`config.mk`:
```
export PLATFORM = sky130hd
export DESIGN_NAME = serial_adder_flat
export DESIGN_NICKNAME = d
export VERILOG_FILES = /design/src/rtl/serial_pkg.sv /design/src/rtl/serial_adder_if.sv /design/src/rtl/FA.sv /design/src/rtl/serial_adder.sv /design/src/flat_wrapper.sv
export SDC_FILE = /design/constraint.sdc
export NUM_CORES = 1
export LEC_CHECK = 0
export CAP_MARGIN = 20
export CORE_MARGIN = 4
export CORE_UTILIZATION = 50
export CTS_CLUSTER_DIAMETER = 80
export DETAILED_ROUTE_END_ITERATION = 10
export GPL_TIMING_DRIVEN = 0
export HOLD_SLACK_MARGIN = 0.15
export PLACE_DENSITY = 0.77
export SYNTH_ARGS = -nofsm -noshare
export SYNTH_HDL_FRONTEND = slang
export SYNTH_SLANG_ARGS = --single-unit
```
`constraint.sdc`:
```
create_clock -name clk -period 2.6 [get_ports clk]
set_input_delay 0.78 -clock clk [delete_from_list [all_inputs] [get_ports clk]]
set_output_delay 0.78 -clock clk [all_outputs]
set_load 0.01 [all_outputs]
```
`src/rtl/serial_pkg.sv`:
```
// rtl/serial_pkg.sv - shared constants for the bit-serial adder
package serial_pkg;

  localparam logic ST_IDLE = 1'b0;
  localparam logic ST_ADD  = 1'b1;

  localparam int SERIAL_W = 8;

endpackage

```
`src/rtl/serial_adder_if.sv`:
```
// rtl/serial_adder_if.sv - start/done request bus between controller and serial adder
interface serial_adder_if import serial_pkg::*; #(parameter int WIDTH = SERIAL_W);

  logic             start;
  logic [WIDTH-1:0] a;
  logic [WIDTH-1:0] b;
  logic             cin;
  logic             busy;
  logic             done;
  logic [WIDTH-1:0] sum;
  logic             cout;
  logic             ovf;

  modport master (output start, a, b, cin, input busy, done, sum, cout, ovf);
  modport slave  (input start, a, b, cin, output busy, done, sum, cout, ovf);

endinterface

```
`src/rtl/FA.sv`:
```
// rtl/FA.sv - combinational full-adder cell
module FA (
  input  logic a,
  input  logic b,
  input  logic c,
  output logic s,
  output logic ca
);

  assign s  = a ^ b ^ c;
  assign ca = (a & b) | (a & c) | (b & c);

endmodule

```
`src/rtl/serial_adder.sv`:
```
// rtl/serial_adder.sv - bit-serial adder, one bit per clock through a single FA cell
module serial_adder import serial_pkg::*; #(
  parameter int WIDTH = SERIAL_W
) (
  input  logic          clk,
  input  logic          rst_n,
  serial_adder_if.slave bus
);

  localparam int             CW       = (WIDTH > 1) ? $clog2(WIDTH) : 1;
  localparam logic [CW-1:0]  CNT_LAST = CW'(WIDTH - 1);

  logic             state_q, state_d;
  logic [WIDTH-1:0] a_sh_q, a_sh_d;
  logic [WIDTH-1:0] b_sh_q, b_sh_d;
  logic [WIDTH-1:0] s_sh_q, s_sh_d;
  logic             carry_q, carry_d;
  logic [CW-1:0]    cnt_q, cnt_d;
  logic [WIDTH-1:0] sum_q, sum_d;
  logic             cout_q, cout_d;
  logic             ovf_q, ovf_d;
  logic             done_q, done_d;

  logic             fa_s, fa_ca;
  logic [WIDTH-1:0] s_next;

  FA u_fa (
    .a  (a_sh_q[0]),
    .b  (b_sh_q[0]),
    .c  (carry_q),
    .s  (fa_s),
    .ca (fa_ca)
  );

  // New sum bit enters at the MSB; after WIDTH shifts bit 0 of the result sits at bit 0.
  assign s_next = (s_sh_q >> 1) | (WIDTH'(fa_s) << (WIDTH - 1));

  always_comb begin
    state_d = state_q;
    a_sh_d  = a_sh_q;
    b_sh_d  = b_sh_q;
    s_sh_d  = s_sh_q;
    carry_d = carry_q;
    cnt_d   = cnt_q;
    sum_d   = sum_q;
    cout_d  = cout_q;
    ovf_d   = ovf_q;
    done_d  = 1'b0;
    case (state_q)
      ST_IDLE: begin
        if (bus.start) begin
          a_sh_d  = bus.a;
          b_sh_d  = bus.b;
          carry_d = bus.cin;
          cnt_d   = '0;
          s_sh_d  = '0;
          state_d = ST_ADD;
        end
      end
      default: begin
        a_sh_d  = a_sh_q >> 1;
        b_sh_d  = b_sh_q >> 1;
        s_sh_d  = s_next;
        carry_d = fa_ca;
        cnt_d   = cnt_q + CW'(1);
        if (cnt_q == CNT_LAST) begin
          sum_d   = s_next;
          cout_d  = fa_ca;
          // carry_q is the carry into the MSB during the final bit cycle
          ovf_d   = carry_q ^ fa_ca;
          done_d  = 1'b1;
          state_d = ST_IDLE;
        end
      end
    endcase
  end

  always_ff @(posedge clk or negedge rst_n) begin
    if (!rst_n) begin
      state_q <= ST_IDLE;
      a_sh_q  <= '0;
      b_sh_q  <= '0;
      s_sh_q  <= '0;
      carry_q <= 1'b0;
      cnt_q   <= '0;
      sum_q   <= '0;
      cout_q  <= 1'b0;
      ovf_q   <= 1'b0;
      done_q  <= 1'b0;
    end else begin
      state_q <= state_d;
      a_sh_q  <= a_sh_d;
      b_sh_q  <= b_sh_d;
      s_sh_q  <= s_sh_d;
      carry_q <= carry_d;
      cnt_q   <= cnt_d;
      sum_q   <= sum_d;
      cout_q  <= cout_d;
      ovf_q   <= ovf_d;
      done_q  <= done_d;
    end
  end

  assign bus.busy = (state_q == ST_ADD);
  assign bus.done = done_q;
  assign bus.sum  = sum_q;
  assign bus.cout = cout_q;
  assign bus.ovf  = ovf_q;

endmodule
```
`src/flat_wrapper.sv`:
```
// flat-port wrapper written by rule: the top's interface ports become plain ports
module serial_adder_flat import serial_pkg::*;
#(
  parameter int WIDTH = SERIAL_W
)
  (clk, rst_n, bus_start, bus_a, bus_b, bus_cin, bus_busy, bus_done, bus_sum, bus_cout, bus_ovf);
  serial_adder_if #(.WIDTH(WIDTH)) bus_i ();
  input  logic clk;
  input  logic rst_n;
  input wire logic [$bits(bus_i.start)-1:0] bus_start;
  input wire logic [$bits(bus_i.a)-1:0] bus_a;
  input wire logic [$bits(bus_i.b)-1:0] bus_b;
  input wire logic [$bits(bus_i.cin)-1:0] bus_cin;
  output wire logic [$bits(bus_i.busy)-1:0] bus_busy;
  output wire logic [$bits(bus_i.done)-1:0] bus_done;
  output wire logic [$bits(bus_i.sum)-1:0] bus_sum;
  output wire logic [$bits(bus_i.cout)-1:0] bus_cout;
  output wire logic [$bits(bus_i.ovf)-1:0] bus_ovf;
  assign bus_i.start = bus_start;
  assign bus_i.a = bus_a;
  assign bus_i.b = bus_b;
  assign bus_i.cin = bus_cin;
  assign bus_busy = bus_i.busy;
  assign bus_done = bus_i.done;
  assign bus_sum = bus_i.sum;
  assign bus_cout = bus_i.cout;
  assign bus_ovf = bus_i.ovf;
  serial_adder #(.WIDTH(WIDTH)) u_core (.clk(clk), .rst_n(rst_n), .bus(bus_i));
endmodule
```
Yosys cells after proc, flatten, opt, wreduce, memory -nomap -nowiden
Cells that the tools add are included.
{ "word_totals": {"register_bits": 40, "input_bits": 20, "output_inout_bits": 12, "elab_cells": 38} }
{ "classes": {"n_addsub": 1, "eq_ne": 1, "n_mux": 15, "n_bitwise": 9, "reduce_logical": 2} }
{ "ops": {"columns": ["cell", "count"], "rows": [
  ["$mux W8", 6],
  ["$or A7 B8 Y8", 1],
  ["$mux W1", 7],
  ["$mux W3", 2],
  ["$add A3 B1 Y3 const B", 1],
  ["$and A1 B1 Y1", 3],
  ["$eq A3 B3 Y1 const B", 1],
  ["$xor A1 B1 Y1", 3],
  ["$or A1 B1 Y1", 2],
  ["$reduce_and A2 Y1", 1],
  ["$reduce_bool A2 Y1", 1]
]} }

Depth between registers and ports, before layout
{ "depth": {"ltp_word": 4, "depth_mapped": 5, "mapped_depth_nobuf": 4} }

Hierarchy
From an unflattened synthesis, not the netlist that was laid out.
{ "unflattened": {"cells_unflattened": 137, "area_unflattened_um2": 1697.9} }
{ "modules_own_cells": {"columns": ["module", "n_inst", "cells_per_inst", "area_each_um2", "seq_area_each_um2"], "rows": [
  ["serial_adder", 1, 136, 1677.9, 975.9],
  ["FA", 1, 1, 20.0, 0.0]
]} }

Least setup slack after synthesis
OpenSTA, ideal clock, no wires.
{ "synth_path": {"path_kind": "register to register", "from": "reg u_core.cnt_q[0]", "to": "reg u_core.cout_q, in the netlist u_core.bus.cout", "setup_ns": 0.125, "t_arrival_ns": 1.286, "required_time_ns": 2.475, "setup_slack_ns": 1.188, "path_stages_with_launch": 6, "n_path_buf": 1, "period_less_slack_ns": 1.412, "cell_sequence": "dfrtp_1 -> ha_1 -> ha_1 -> nand2_2 -> buf_6 -> mux2_4"} }
{ "synth_between": {"elab_chain_cells": 2} }
{ "synth_rtl": {"columns": ["element", "line_no", "text"], "rows": [
  ["from (decl)", "serial_adder.sv:18", "logic [CW-1:0] cnt_q, cnt_d;"],
  ["from (signal assigned)", "serial_adder.sv:96", "cnt_q <= cnt_d;"],
  ["$eq A3 B3 Y1", "serial_adder.sv:66", "if (cnt_q == CNT_LAST) begin"],
  ["$reduce_and A2 Y1 (no line)", null, null],
  ["to (signal assigned)", "serial_adder.sv:98", "cout_q <= cout_d;"],
  ["to (decl)", "serial_adder.sv:20", "logic cout_q, cout_d;"]
]} }
No other way between the ends.
A chain may end at the register's enable or synchronous reset.

Worst setup path after layout
{ "layout_path": {"from": "reg u_core.sum_q[1], in the netlist u_core.bus.sum[1]", "to": "out bus_sum[1]"} }
{ "layout_lines": {"columns": ["element", "line_no", "text"], "rows": [
  ["from (decl)", "serial_adder.sv:19", "logic [WIDTH-1:0] sum_q, sum_d;"],
  ["from (signal assigned)", "serial_adder.sv:97", "sum_q <= sum_d;"],
  ["to (decl)", "flat_wrapper.sv:16", "output wire logic [$bits(bus_i.sum)-1:0] bus_sum;"]
]} }
No word-level cell between the ends.

==> results.py <==
metrics = {
    "synthesis": {
        "yosys_warnings": 0,
        "syn_area_um2": 1670,
        "synth_seq_cells": 39,
        "yosysUniqueCellTypes": 20,
        "netlist_top_cells_area": "dfrtp_1, mux2i_1, mux2_4",
        "syn-num-nets": 151,
        "synth_area_per_cell_um2": 13.0,
        "synth_top_area_frac": 0.585,
        "post-synth-top-area-cell": "dfrtp_1",
        "seq_area_frac_synth": 0.585,
        "syn_inst": 128,
    },
    "global_routing": {
        "grt_pass1_vias": 1173,
        "antenna_found_initial": 0,
        "grt_pass1_wl_um": 5380,
        "grt_max_degree": 40,
        "grt_use_total": 0.170,
        "overflow": 0,
    },
    "place": {
        "gp_congestion": 0.748,
        "port_buffers": 31,
        "placed_cell_area_um2": 2030,
        "detailedPlace.worstSlack_ns": 0.584,
        "hpwl_um": 2190,
    },
    "floorplan": {
        "start_util": 0.533,
        "design.core.area_um2": 3130,
        "dieHeight_um": 65.8,
        "die-area_um2": 4320,
        "core.rowCount": 20,
        "die_w_um": 65.8,
        "io_pins": 32,
    },
    "clock_network": {
        "clock_latency_ns": 0.35,
        "post_cts_buffers": 0,
        "cts-resized-gates": 0,
        "root_buffer": "clkbuf_4",
        "cts_sinks": 39,
        "numCtsBuffers": 5,
        "clockBufferDepth": 2,
        "cts_hold_buf": 0,
        "h-tree-depth": 2,
        "cts_tree": "built",
        "clk_pin_slew_worst_paths_ns": 0.12,
    },
    "routing": {
        "via_per_inst": 5.19,
        "num_vias": 1096,
        "met2_length_um": 1470,
        "met3_length_um": 154,
        "drc_errors": 0,
        "wirelength_met1_um": 1390,
        "wirelength_um": 3070,
        "drtIter0Drc": 40,
        "final_antenna_net_count": 0,
        "drt-pass1-iter-count": 4,
        "dr.max_layer_used": "met4",
        "drt-wirelength-per-cell_um": 14.5,
    },
    "sta": {
        "layout_setup_ws_ns": 0.550,
        "timing.fmax_mhz": 488,
        "slew_viol_final": 0,
        "grt_setup_unrepaired": "false",
        "period_share": 0.789,
        "finalSetupViolations": 0,
        "slew_headroom": 0.440,
        "final.setup.tns_ns": 0,
        "finClkSkew_ns": 0.0125,
        "hold_violations": 0,
        "period_needed_ns": 2.05,
        "tightestPinTransition_ns": 0.840,
    },
    "worst_setup_path": {
        "path_max_fanout": 2,
        "r2r_slack_ns": 1.09,
        "crit_path_cell_trace": "clkdlybuf4s50_1",
        "crit_path_max_incr_delay_ns": 0.54,
        "required_ns": 1.82,
        "cp_top_family": "buffers and inverters",
        "end_kind": "output pin",
        "critPathLaunchType": "flop",
        "critPathKind": "flop to output pin",
        "path_buf_inv": 1,
        "cp.arrival_ns": 1.27,
        "cp_slowest_cell": "clkdlybuf4s50_1",
    },
    "min_path": {
        "min_path_type": "flop to flop",
    },
    "power": {
        "cellLeakagePower_nw": 1.03,
        "p_per_area_nw_per_um2": 1090,
        "ir_drop_v": 0.000400,
    },
    "final_layout": {
        "nets": 189,
        "fin_area_um2": 2110,
        "fillers": 268,
        "diodes": 0,
        "areaGrowthSynthToFinish_pct": 26.8,
        "drive_gt1_frac": 0.162,
    },
    "run_status": {
        "status": "completed",
    },
    "job": {
        "cap_violations": 0,
    },
}
flip-flops by register name (all words and copies together) (netlist names):
signal	count
u_core.a_sh_q	8
u_core.b_sh_q	8
u_core.bus.busy	1
u_core.bus.cout	1
u_core.bus.done	1
u_core.bus.ovf	1
u_core.bus.sum	8
u_core.carry_q	1
u_core.cnt_q	3
u_core.s_sh_q	7
final timing paths:
check | start | endpoint | cells past startpoint
worst max-delay path | u_core.bus.sum[1] | bus_sum[1] | 1
max in group asynchronous | rst_n | u_core.b_sh_q[2] | 1
worst max register to register | u_core.cnt_q[0] | u_core.bus.sum[6] | 5
min in group asynchronous | rst_n | u_core.s_sh_q[7] | 1
worst min-delay path | u_core.b_sh_q[2] | u_core.b_sh_q[1] | 2
worst min register to register | u_core.b_sh_q[2] | u_core.b_sh_q[1] | 2
cell usage after synthesis, drive strengths merged:
library cell,count
dfrtp,39
mux2i,19
nand2,17
o21ai,16
mux2,10
a22o,8
buf,6
nor2,3
clkbuf,2
ha,2
inv,2
nand2b,2
fa,1
xor2,1
layer usage:
| layer | up-vias | GRT usage |
|---|---|---|
| li1 | 516 | - |
| met1 | 545 | 0.209 |
| met2 | 29 | 0.270 |
| met3 | 6 | 0.0444 |
| met4 | 0 | 0.0933 |
| met5 | - | 0 |
cell families (layout without fill, tap and decap cells):
| kind of cell | after synthesis | in the layout | synth area share |
|---|---|---|---|
| DFF | 39 | 39 | 0.585 |
| muxes | 29 | 29 | 0.202 |
| AOI/OAI and AO/OA | 24 | 24 | 0.0900 |
| and+or+nand+nor | 22 | 22 | 0.0555 |
| buffers and inverters | 10 | 49 | 0.0353 |
| adders and majority gates | 3 | 3 | 0.0270 |
| xor gates and xnor gates | 1 | 1 | 0.00525 |
layout by cell type (no fill, tap or decap), drive strengths merged:
cell | Yosys | final
a22o | 8 | 8
ha | 2 | 2
clkinv | 0 | 1
mux2 | 10 | 10
xor2 | 1 | 1
inv | 2 | 2
buf | 6 | 7
nor2 | 3 | 3
dfrtp | 39 | 39
clkbuf | 2 | 8
nand2b | 2 | 2
o21ai | 16 | 16
bufinv | 0 | 1
nand2 | 17 | 17
clkdlybuf4s50 | 0 | 30
mux2i | 19 | 19
fa | 1 | 1
final cells by class:
| cell class | instances | area [µm²] | area share |
|---|---|---|---|
| timing repair buffer | 31 | 305 | 0.144 |
| buffer | 8 | 51.3 | 0.0243 |
| multi-input combinational | 79 | 633 | 0.299 |
| sequential | 39 | 976 | 0.462 |
| inverter | 2 | 7.51 | 0.00355 |
| tap | 44 | 55.1 | 0.0260 |
| clock inverter | 2 | 35.0 | 0.0166 |
| clock buffer | 6 | 51.3 | 0.0243 |
power breakdown:
part | switching (W) | leakage (nW) | internal (W)
logic | 0.000389 | 0.477 | 0.000502
clock network | 0.000194 | 0.0482 | 0.000227
registers | 0.000151 | 0.508 | 0.000850
total | 0.000733 | 1.03 | 0.00158
worst min-delay path: cells and delay by family, from the launching register on:
| kind | cells | cell delay (ns) |
|---|---|---|
| DFF | 1 | 0.36 |
| and+or+nand+nor | 1 | 0.05 |
| AOI/OAI and AO/OA | 1 | 0.06 |
stage by stage:
step	power (W)	hold WS, ns	instances	utilization
2_1_floorplan	0.00158	0.455	128	-
3_3_place_gp	0.00187	0.469	203	0.650
3_5_place_dp	0.00192	0.481	203	0.648
4_1_cts	0.00234	0.508	211	0.676
5_1_grt	0.00249	0.523	211	0.676
6_report	0.00231	0.506	211	0.676
No activity file was read; power rests on OpenSTA's default activity.
